**src/rtl/pll_lock_reset_ctrl.sv**
```systemverilog
// pll_lock_reset_ctrl: PLL powerdown/lock sequencer that qualifies lock, retries on timeout or loss,
// and produces a glitch-free fabric reset and ready flag.
module pll_lock_reset_ctrl #(
  parameter int PD_HOLD_CYCLES      = 64,
  parameter int LOCK_TIMEOUT_CYCLES = 65536,
  parameter int LOCK_STABLE_CYCLES  = 1024,
  parameter int CNT_W               = 17,
  parameter int LOSS_CNT_W          = 8
) (
  input  logic                  CLK,
  input  logic                  RESET_N,
  input  logic                  ENABLE,
  input  logic                  PLL_LOCK,
  input  logic                  CLEAR_STATUS,
  output logic                  PLL_POWERDOWN_N,
  output logic                  FABRIC_RESET_N,
  output logic                  READY,
  output logic                  LOCK_FAIL,
  output logic [LOSS_CNT_W-1:0] LOSS_COUNT,
  output logic [2:0]            STATE
);
  typedef enum logic [2:0] {
    IDLE      = 3'd0,
    PWRDN     = 3'd1,
    WAIT_LOCK = 3'd2,
    STABLE    = 3'd3,
    RUN       = 3'd4
  } state_e;
  localparam logic [CNT_W-1:0] PD_LAST = CNT_W'(PD_HOLD_CYCLES - 1);
  localparam logic [CNT_W-1:0] TO_LAST = CNT_W'(LOCK_TIMEOUT_CYCLES - 1);
  localparam logic [CNT_W-1:0] ST_LAST = CNT_W'(LOCK_STABLE_CYCLES - 1);
  state_e                state_q, state_d;
  logic [CNT_W-1:0]      cnt_q, cnt_d;
  logic [LOSS_CNT_W-1:0] loss_q, loss_d;
  logic                  sync_q, lock_s_q;
  logic                  pdn_q, pdn_d, run_q, run_d, fail_q, fail_d;
  logic                  timeout, lost;
  always_comb begin
    state_d = state_q;
    timeout = 1'b0;
    lost    = 1'b0;
    case (state_q)
      IDLE:      state_d = PWRDN;
      PWRDN:     if (cnt_q == PD_LAST) state_d = WAIT_LOCK;
      WAIT_LOCK: begin
        if (lock_s_q) state_d = STABLE;
        else if (cnt_q == TO_LAST) begin
          timeout = 1'b1;
          state_d = PWRDN;
        end
      end
      STABLE:    state_d = !lock_s_q ? WAIT_LOCK : (cnt_q == ST_LAST) ? RUN : STABLE;
      RUN:       begin
        lost    = !lock_s_q;
        state_d = lost ? PWRDN : RUN;
      end
      default:   state_d = IDLE;
    endcase
    // Disable overrides everything and is neither a loss nor a timeout
    if (!ENABLE) begin
      state_d = IDLE;
      timeout = 1'b0;
      lost    = 1'b0;
    end
    cnt_d  = (state_d != state_q) ? '0 : cnt_q + CNT_W'(1);
    fail_d = timeout || (fail_q && !CLEAR_STATUS);
    loss_d = lost ? (CLEAR_STATUS ? LOSS_CNT_W'(1) : (&loss_q) ? loss_q : loss_q + LOSS_CNT_W'(1))
                  : (CLEAR_STATUS ? '0 : loss_q);
    pdn_d  = (state_d == WAIT_LOCK) || (state_d == STABLE) || (state_d == RUN);
    run_d  = state_d == RUN;
  end
  always_ff @(posedge CLK or negedge RESET_N) begin
    if (!RESET_N) begin
      state_q  <= IDLE;
      cnt_q    <= '0;
      loss_q   <= '0;
      sync_q   <= 1'b0;
      lock_s_q <= 1'b0;
      pdn_q    <= 1'b0;
      run_q    <= 1'b0;
      fail_q   <= 1'b0;
    end else begin
      state_q  <= state_d;
      cnt_q    <= cnt_d;
      loss_q   <= loss_d;
      sync_q   <= PLL_LOCK;
      lock_s_q <= sync_q;
      pdn_q    <= pdn_d;
      run_q    <= run_d;
      fail_q   <= fail_d;
    end
  end
  assign PLL_POWERDOWN_N = pdn_q;
  assign FABRIC_RESET_N  = run_q;
  assign READY           = run_q;
  assign LOCK_FAIL       = fail_q;
  assign LOSS_COUNT      = loss_q;
  assign STATE           = state_q;
endmodule

```
**config.mk**
```make
export PLATFORM = sky130hd
export DESIGN_NAME = pll_lock_reset_ctrl
export DESIGN_NICKNAME = d
export VERILOG_FILES = /design/src/rtl/pll_lock_reset_ctrl.sv
export SDC_FILE = /design/constraint.sdc
export NUM_CORES = 1
export LEC_CHECK = 0
export BUFFER_PORTS_ARGS = -buffer_cell sky130_fd_sc_hd__buf_2
export CAP_MARGIN = 10
export CORE_MARGIN = 2
export CORE_UTILIZATION = 50
export CTS_CLUSTER_DIAMETER = 120
export DETAILED_ROUTE_END_ITERATION = 8
export PLACE_DENSITY = 0.76
export RECOVER_POWER = 25
export SLEW_MARGIN = 15
export SYNTH_ARGS = -nofsm -noshare
export SYNTH_HDL_FRONTEND = slang
export SYNTH_SLANG_ARGS = --single-unit
```
**constraint.sdc**
```tcl
create_clock -name CLK -period 2.8 [get_ports CLK]
set_clock_uncertainty 0.05 [all_clocks]
set_input_delay 0.56 -clock CLK [delete_from_list [all_inputs] [get_ports CLK]]
set_output_delay 0.56 -clock CLK [all_outputs]
set_load 0.005 [all_outputs]
```
==> impl_metrics.csv, run 1 <==
group,metric,value,unit
status,status,"finished, violations left",
status,violations,"capacitance limit, slew limit",
setup_path,startpoint,"cnt_q[12]",
hold_path,hp-class,"reg -> reg",
clock_tree,cts_tree,"done",
setup_path,crit_fanout,17,
route,vias,1480,
power_and_ir_drop,clkPwrFrac,40.3,%
global_route,grt_pass1_wl,6851,microns
sta,setup_violations,0,
power_and_ir_drop,ir_drop,0.0002561,V
route,first_pass_iters,5,
placed_design,preCtsSetupSlack,115.3,ps
global_route,grt_usage,20.93,%
setup_path,cp-start-kind,"flip-flop",
sta,max_freq,0.3878,GHz
floorplan,core_area,0.003716,sq mm
placed_design,port_buffers,19,
synthesis,synth.distinct_cells,53,
sta,period_needed,2579,ps
route,wire_per_inst,16.27,microns
hold_path,holdCritStartpoint,"sync_q",
floorplan,start_util,52.79,%
sta,rsz0062_at_grt,"false",
route,drt_iter0_drc,76,
power_and_ir_drop,net-switching-power,0.0002538,W
sta,worstMarginPinSlew,1819,ps
clock_tree,cts_root_buf,"clkbuf_8",
synthesis,synthTopCellsByArea,"dfrtp_1 42%, a211oi_2 6.4%, xor2_1 5.8%, a211oi_1 2.7%, xnor2_1 2.7%",
clock_tree,cts_hold_buf,0,
floorplan,die-width,66.64,microns
global_route,grt_pass1_vias,1494,
synthesis,yosysSeqAreaShare,42.09,%
cells_and_area,antenna_cells,0,
synthesis,syn_nets,188,
floorplan,dieArea,0.004441,sq mm
clock_tree,post_cts_resized,0,
synthesis,synth_edf_count,0,
power_and_ir_drop,power_frac_comb,8.4,%
power_and_ir_drop,pwr-share-seq,51.3,%
cells_and_area,final_common_cell,"dfrtp_1",
clock_tree,ctsHtreeMaxLevel,2,
sta,hold_viol,0,
floorplan,num_rows,22,
placed_design,hpwlAfterDp,2877,microns
synthesis,ys_async_sr_fraction,100.0,%
hold_path,holdPathEnd,"lock_s_q",
setup_path,worstSetupPathType,"reg -> reg",
clock_tree,cts_setup_buffers,0,
power_and_ir_drop,intPower,0.0007475,W
cells_and_area,fin_area,0.002135,sq mm
setup_path,rrSetupSlack,220,ps
placed_design,place_area,0.002034,sq mm
power_and_ir_drop,swShare,25.35,%
global_route,gr-total-overflow,0,
cells_and_area,area_growth,8.801,%
synthesis,synth_top_area_cell,"dfrtp_1",
cells_and_area,multi_input_area,0.001016,sq mm
cells_and_area,fillCellCount,330,
cells_and_area,drive_gt1_share,28.50,%
floorplan,io-pin-count,20,
synthesis,syn_area_per_cell,10.90,sq um
route,drc_errors,0,
setup_path,crit-reg2reg-launch,"cnt_q[12]",
setup_path,critPathMaxStageDelay,430,ps
power_and_ir_drop,power.leakage,0.9563,nW
synthesis,syn_area,0.001962,sq mm
global_route,grt_antenna_before_repair,0,
clock_tree,cts_sinks,33,
synthesis,synth_top_cell_area_share,42.09,%
synthesis,yosysWarnings,0,
synthesis,ys_seq_elements,33,
cells_and_area,post-route-util,57.44,%
power_and_ir_drop,power.total,0.001001,W
synthesis,synth-main-ff-cell,"dfrtp_1",
setup_path,crit_path_top_delay_cell,"dfrtp_1",
job,maxCapViolations,1,
setup_path,crit_path_frequent_cell,"and3_1",
setup_path,cp.required,2940,ps
clock_tree,cts.reportedPaths.clkPinSlew,70,ps
sta,slew_headroom,-21.25,%
route,via_per_inst,5.968,
cells_and_area,seqCellArea,825.8,sq um
setup_path,r2r-end,"cnt_q[16]",
clock_tree,cts_buffer_depth,2,
setup_path,arrival,2720,ps
power_and_ir_drop,power_density,469.1,mW/mm^2
cells_and_area,final_cell_mix,"33 x dfrtp_1, 18 x buf_2, 13 x nor2_1, 13 x xor2_1, 11 x nand2_1",
cells_and_area,nets,207,
sta,period_share,92.10,%
setup_path,critPathCaptureType,"flip-flop",
sta,drv_slew,34,
sta,timing.setup.tns,0,ps
placed_design,place.gp.congestion,0.8543,
synthesis,synthCells,180,
sta,layout_setup_ws,221.1,ps
global_route,grt_max_degree,34,
clock_tree,numCtsBuffers,5,
route,ant_nets,0,
clock_tree,insertion_delay,290,ps
route,drt_wl_total,4036,microns
hold_path,hold_depth,0,
setup_path,critical_path.cell_chain,"and3_2, and3_1, and3_1, ha_1, o21ba_2, o21ai_0, nand3_2, a31o_2, a211oi_1",
floorplan,die_h,66.64,microns
setup_path,rr_worst_depth,9,
==> cells by family (layout without fill, tap and decap cells) <==
family | count (synthesis) | after routing | synth area share (%)
compound gates | 43 | 43 | 19.77
mux | 2 | 2 | 1.084
fa+ha+maj | 3 | 3 | 1.913
simple gates | 66 | 66 | 20.54
flops | 33 | 33 | 42.09
xor+xnor | 19 | 19 | 8.482
buf+inv | 14 | 34 | 6.122
==> per-layer routing <==
metal	up-vias	wire length, microns	part of all wire, %	track usage [%]
met5	-	0	0	0
met4	0	96	2.4	10.20
met3	10	162	4.0	5.574
met2	36	1983	49	34.38
met1	728	1793	44	25.30
li1	706	-	-	-
==> power groups by stage <==
stage	combinational, W	clock [W]	sequential (W)
after floorplan	0.0000796	0	0.000515
after global placement	0.0000824	0	0.000521
after detailed placement	0.0000848	0	0.000522
after CTS	0.0000848	0.000409	0.000514
after global routing	0.0000972	0.000433	0.000517
final	0.0000837	0.000404	0.000514
==> state kept, by name, summed over array words and instances (netlist names) <==
signal and cells:
FABRIC_RESET_N 1, LOCK_FAIL 1, LOSS_COUNT 8, PLL_POWERDOWN_N 1
STATE 3, cnt_q 17, lock_s_q 1, sync_q 1
==> critical path, delay by kind of cell, from the launching register on <==
| family | cells | cell delay, ps |
|---|---|---|
| AO/OA/AOI/OAI | 4 | 1060 |
| adder cells (fa/ha/maj) | 1 | 190 |
| flip-flops | 1 | 430 |
| AND/OR/NAND/NOR | 4 | 740 |
==> synth_stat cells, types with 4 or more instances <==
library cell and number:
buf_6 4, xor2_1 13, a211oi_2 10, nand2_1 11, nand4_1 6, nor2_1 13
and3_1 8, a211oi_1 7, xnor2_1 6, inv_1 4, o21ai_0 4, dfrtp_1 33
==> per-stage QoR <==
step | instances | hold slack [ps]
floorplan | 180 | 214.4
detailed placement | 240 | 304.1
finish | 248 | 316.1
global route | 248 | 320.2
CTS | 248 | 312.0
global placement | 240 | 288.2
==> worst max path at each step <==
stage	end	slack (ps)	depth (start not counted)
global route	cnt_q[16]	70	9
detailed placement	cnt_q[2]	120	9
finish	cnt_q[16]	220	9
global placement	cnt_q[0]	170	9
floorplan	cnt_q[6]	280	11
CTS	cnt_q[16]	110	9
==> area by class of cell <==
| class | count | area share [%] |
|---|---|---|
| Multi-Input combinational cell | 133 | 47.60 |
| Sequential cell | 33 | 38.69 |
| Inverter | 4 | 0.7034 |
| Timing Repair Buffer | 22 | 5.451 |
| Clock buffer | 7 | 4.513 |
| Clock inverter | 1 | 0.2345 |
| Tap cell | 48 | 2.814 |
(Power assumes the default switching activity.)
==> run 2, diff against run 1 <==
BUFFER_PORTS_ARGS = unset   (was -buffer_cell sky130_fd_sc_hd__buf_2)
CTS_CLUSTER_SIZE = 14   (was unset)
DONT_BUFFER_PORTS = 1   (was unset)
PLACE_DENSITY = 0.72   (was 0.76)
clock period = 3.3 ns   (was 2.8 ns; I/O delays follow)
==> impl_metrics.csv, run 2 (synthesized netlist as in run 1, its figures left out) <==
group,metric,value,unit
cells_and_area,largest_reg_flops,17,
clock_tree,cts.reportedPaths.clkPinSlew,60,ps
route,ant_nets,0,
sta,worstMarginPinSlew,794.0,ps
route,vias,1403,
setup_path,critPathTopFamily,"compound AO/OA/AOI/OAI gates",
cells_and_area,final_cell_mix,"33 x dfrtp_1, 13 x nor2_1, 13 x xor2_1, 11 x nand2_1, 10 x a211oi_2",
sta,setup_violations,0,
setup_path,cp.required,3430,ps
cells_and_area,fillCellCount,322,
clock_tree,cts_buffer_depth,2,
cells_and_area,final_common_cell,"dfrtp_1",
sta,timing.setup.tns,0,ps
global_route,grt_pass1_vias,1427,
cells_and_area,nets,189,
floorplan,start_util,52.79,%
setup_path,critPathMaxStageDelay,500,ps
clock_tree,cts_tree,"done",
setup_path,crit_fanout,17,
floorplan,core_area,0.003716,sq mm
setup_path,critPathCaptureType,"flip-flop",
power_and_ir_drop,power.total,0.0008906,W
sta,period_share,87.20,%
hold_path,hp-class,"in -> async",
setup_path,arrival,3010,ps
global_route,gr-total-overflow,0,
sta,hold_viol,0,
setup_path,worstSetupPathType,"reg -> reg",
clock_tree,ctsHtreeMaxLevel,2,
setup_path,cp_num_cells,11,
floorplan,die-width,66.64,microns
sta,rsz0062_at_grt,"false",
floorplan,num_rows,22,
sta,drv_slew,0,
cells_and_area,post-route-util,55.59,%
cells_and_area,antenna_cells,0,
global_route,grt_usage,20.20,%
sta,slew_headroom,46.89,%
setup_path,rr_worst_depth,11,
setup_path,worst-path-buf-inv,1,
placed_design,port_buffers,0,
setup_path,critical_path.cell_chain,"ha_1, nand3_2, nor3_1, buf_4, and3_1, ha_1, o21ba_2, o21ai_0, nand3_2, a31o_1, a211oi_1",
sta,finalHoldWorstSlack,13.97,ps
global_route,grt_max_degree,34,
cells_and_area,multi_input_area,0.001016,sq mm
clock_tree,insertion_delay,290,ps
floorplan,io-pin-count,20,
sta,max_freq,0.3475,GHz
route,first_pass_iters,4,
sta,period_needed,2877,ps
cells_and_area,fin_area,0.002066,sq mm
global_route,grt_antenna_before_repair,0,
cells_and_area,largest-register,"cnt_q",
cells_and_area,area_growth,5.293,%
placed_design,place.gp.congestion,0.8711,
status,status,"complete, no violations",
route,wire_per_inst,16.47,microns
power_and_ir_drop,power.leakage,0.8682,nW
floorplan,die_h,66.64,microns
setup_path,cp-start-kind,"flip-flop",
global_route,grt_pass1_wl,6693,microns
clock_tree,numCtsBuffers,5,
cells_and_area,seqCellArea,825.8,sq um
power_and_ir_drop,power_density,431.2,mW/mm^2
job,maxCapViolations,0,
setup_path,crit_path_top_delay_cell,"a31o_1",
route,drt_iter0_drc,158,
clock_tree,cts_sinks,33,
placed_design,place_area,0.001939,sq mm
route,drc_errors,0,
clock_tree,post_cts_resized,0,
power_and_ir_drop,ir_drop,0.0002032,V
placed_design,hpwlAfterDp,2646,microns
cells_and_area,drive_gt1_share,20.33,%
clock_tree,cts_root_buf,"clkbuf_8",
route,via_per_inst,6.100,
floorplan,dieArea,0.004441,sq mm
route,drt_wl_total,3789,microns
## run 2: cell count changes in the layout (fill, tap and decap cells not counted)
cell / previous run / this run
dlygate4sd3_1: 0 / 1
clkbuf_8: 7 / 6
buf_2: 18 / 0
a31o_1: 0 / 1
clkinv_2: 1 / 0
bufinv_16: 0 / 1
a31o_2: 3 / 2
## run 2: power by group
group / switching (W) / total (W) / internal, W / leakage (nW)
Combinational: 0.0000399 / 0.0000645 / 0.0000246 / 0.358
Clock: 0.000144 / 0.000390 / 0.000246 / 0.0585
Sequential: 0.0000165 / 0.000437 / 0.000420 / 0.452
Total: 0.000200 / 0.000891 / 0.000691 / 0.868
## run 2: path summary, 6_finish.rpt
path,start,endpoint,slack (ps)
max,cnt_q[0],cnt_q[5],420
min,RESET_N,PLL_POWERDOWN_N,10
max reg2reg,cnt_q[0],cnt_q[5],420
min reg2reg,sync_q,lock_s_q,310
max in group asynchronous,RESET_N,cnt_q[15],1860
min in group CLK,sync_q,lock_s_q,310
## run 2: through the flow
step | cells | setup slack [ps]
global route | 230 | 138.5
floorplan | 180 | 782.8
detailed placement | 221 | 429.8
finish | 230 | 422.6
CTS | 229 | 410.2
global placement | 221 | 576.7
## run 2: area by class of cell
type                    count  share of cell area (%)
clock inverters             1                   1.454
inverters                   4                  0.7268
multi-input cells         133                   49.18
flip-flops and latches     33                   39.98
well taps                  48                   2.907
repair buffers              4                   1.575
clock buffers               7                   4.179
## run 2: repair_timing
action,4_1_cts,5_1_grt
hold buffers,0,1
hold endpoints to repair,0,18
setup buffers,0,0
setup endpoints to repair,0,0
## run 2: layer usage
layer	global-route usage (%)	wire length (microns)	up-vias
li1	-	-	668
met2	30.38	1746	34
met1	27.18	1797	692
met3	4.730	167	9
met4	9.949	78	0
met5	0	0	-
==> run 3, diff against run 2 <==
PLACE_DENSITY = 0.75   (was 0.72)
clock period = 2.6 ns   (was 3.3 ns; I/O delays follow)
==> impl_metrics.csv, run 3 (synthesized netlist as in run 1, its figures left out) <==
group,metric,value,unit
floorplan,die_h,66.64,microns
power_and_ir_drop,intPower,0.0008189,W
floorplan,dieArea,0.004441,sq mm
clock_tree,insertion_delay,290,ps
clock_tree,cts_root_buf,"clkbuf_8",
setup_path,crit-reg2reg-launch,"cnt_q[0]",
setup_path,critPathCaptureType,"flip-flop",
route,vias,1481,
setup_path,cp-start-kind,"flip-flop",
route,first_pass_iters,4,
route,drt_iter0_drc,140,
sta,period_share,93.74,%
hold_path,holdCritStartpoint,"PLL_LOCK",
cells_and_area,post-route-util,57.37,%
power_and_ir_drop,clkPwrFrac,38.6,%
clock_tree,cts_buffer_depth,2,
route,drc_errors,0,
global_route,grt_usage,21.22,%
clock_tree,cts.reportedPaths.clkPinSlew,60,ps
sta,timing.setup.tns,0,ps
power_and_ir_drop,pwr-share-seq,50.6,%
sta,setup_violations,0,
setup_path,rrSetupSlack,160,ps
placed_design,hpwlAfterDp,2765,microns
placed_design,place.gp.congestion,0.8699,
floorplan,start_util,52.79,%
cells_and_area,drive_gt1_share,25.81,%
cells_and_area,nets,193,
cells_and_area,final_cell_mix,"33 x dfrtp_1, 15 x a211oi_2, 13 x nor2_1, 13 x xor2_1, 11 x nand2_1",
cells_and_area,largest_reg_flops,17,
cells_and_area,largest-register,"cnt_q",
route,ant_nets,0,
job,maxCapViolations,1,
placed_design,dp_cells,225,
clock_tree,cts_setup_buffers,0,
sta,max_freq,0.4103,GHz
floorplan,num_rows,22,
cells_and_area,final_common_cell,"dfrtp_1",
cells_and_area,stdcell_count,234,
setup_path,r2r-end,"cnt_q[6]",
power_and_ir_drop,swShare,25.18,%
sta,drv_slew,34,
power_and_ir_drop,power_density,513.4,mW/mm^2
hold_path,holdPathEnd,"sync_q",
clock_tree,ctsHtreeMaxLevel,2,
floorplan,io-pin-count,20,
sta,rsz0062_at_grt,"false",
setup_path,rr_worst_depth,11,
hold_path,hold_depth,0,
sta,worstMarginPinSlew,1736,ps
global_route,grt_pass1_vias,1463,
status,violations,"capacitance limit, slew limit",
route,via_per_inst,6.329,
power_and_ir_drop,ir_drop,0.0001853,V
global_route,grt_antenna_before_repair,0,
power_and_ir_drop,power.leakage,0.8988,nW
clock_tree,cts_tree,"done",
global_route,grt_pass1_wl,6962,microns
setup_path,arrival,2580,ps
global_route,grt_max_degree,34,
setup_path,crit_fanout,17,
hold_path,hp-class,"in -> reg",
floorplan,die-width,66.64,microns
power_and_ir_drop,net-switching-power,0.0002756,W
placed_design,port_buffers,0,
cells_and_area,area_growth,8.673,%
status,status,"finished, violations left",
global_route,gr-total-overflow,0,
route,wire_per_inst,17.80,microns
floorplan,core_area,0.003716,sq mm
clock_tree,numCtsBuffers,5,
power_and_ir_drop,power_frac_comb,10.8,%
sta,period_needed,2437,ps
clock_tree,cts_sinks,33,
setup_path,cp.required,2740,ps
sta,hold_viol,0,
setup_path,worstSetupPathType,"reg -> reg",
sta,slew_headroom,-15.73,%
route,drt_wl_total,4165,microns
cells_and_area,antenna_cells,0,
## run 3: worst max-delay path by stage
stage / start / to / slack [ps] / cells after the start
floorplan: cnt_q[0] / cnt_q[6] / 80 / 11
global placement: cnt_q[12] / cnt_q[0] / 170 / 10
detailed placement: cnt_q[12] / cnt_q[2] / 10 / 10
CTS: cnt_q[12] / cnt_q[3] / 10 / 10
global route: cnt_q[0] / cnt_q[6] / 20 / 11
finish: cnt_q[0] / cnt_q[6] / 160 / 11
## run 3: per-stage QoR
| step | area (sq um) | setup WS [ps] | power (W) | hold WS, ps |
|---|---|---|---|---|
| after floorplan | 1962 | 82.81 | 0.0006406 | 174.4 |
| after global placement | 1994 | 173.5 | 0.0006463 | 175.1 |
| after detailed placement | 1994 | 13.36 | 0.0006526 | 175.1 |
| after CTS | 2116 | 14.32 | 0.001090 | 6.261 |
| after global routing | 2132 | 21.64 | 0.001141 | 187.2 |
| final | 2132 | 162.7 | 0.001095 | 207.8 |
## run 3: final cells by class
class / count / area [sq um]
fill: 301 / 1584
timing repair buffer: 8 / 85.08
clock buffer: 7 / 96.34
sequential: 33 / 825.8
clock inverter: 1 / 5.005
tap: 48 / 60.06
inverter: 4 / 15.01
multi-input combinational: 133 / 1045
## run 3: power groups by stage
| stage | sequential (W) | combinational, W | clock, W |
|---|---|---|---|
| finish | 0.000554 | 0.000118 | 0.000422 |
| global route | 0.000556 | 0.000129 | 0.000456 |
| CTS | 0.000551 | 0.000108 | 0.000431 |
| detailed placement | 0.000559 | 0.0000935 | 0 |
| global placement | 0.000558 | 0.0000880 | 0 |
| floorplan | 0.000555 | 0.0000857 | 0 |
## run 3: per-layer routing
metal	vias to the layer above	global-route usage, %	share of wire, %
li1	676	-	-
met5	-	0	0
met2	40	34.88	50
met1	753	25.40	43
met4	0	9.184	2.4
met3	12	6.757	4.8
## run 3: critical path: stages, from the launching register on
cell	delay [ps]
dfrtp_1	410
ha_1	260
nand3_2	130
nor3_1	80
and3_1	170
ha_1	190
o21ba_2	200
o21ai_2	140
nand3_2	110
a31o_1	230
buf_12	170
a211oi_2	200
## run 3: what timing repair did
action	in CTS	in global routing
gates resized for setup	0	8
hold buffers	1	0
hold endpoints to repair	33	0
endpoints found under the setup margin	0	17
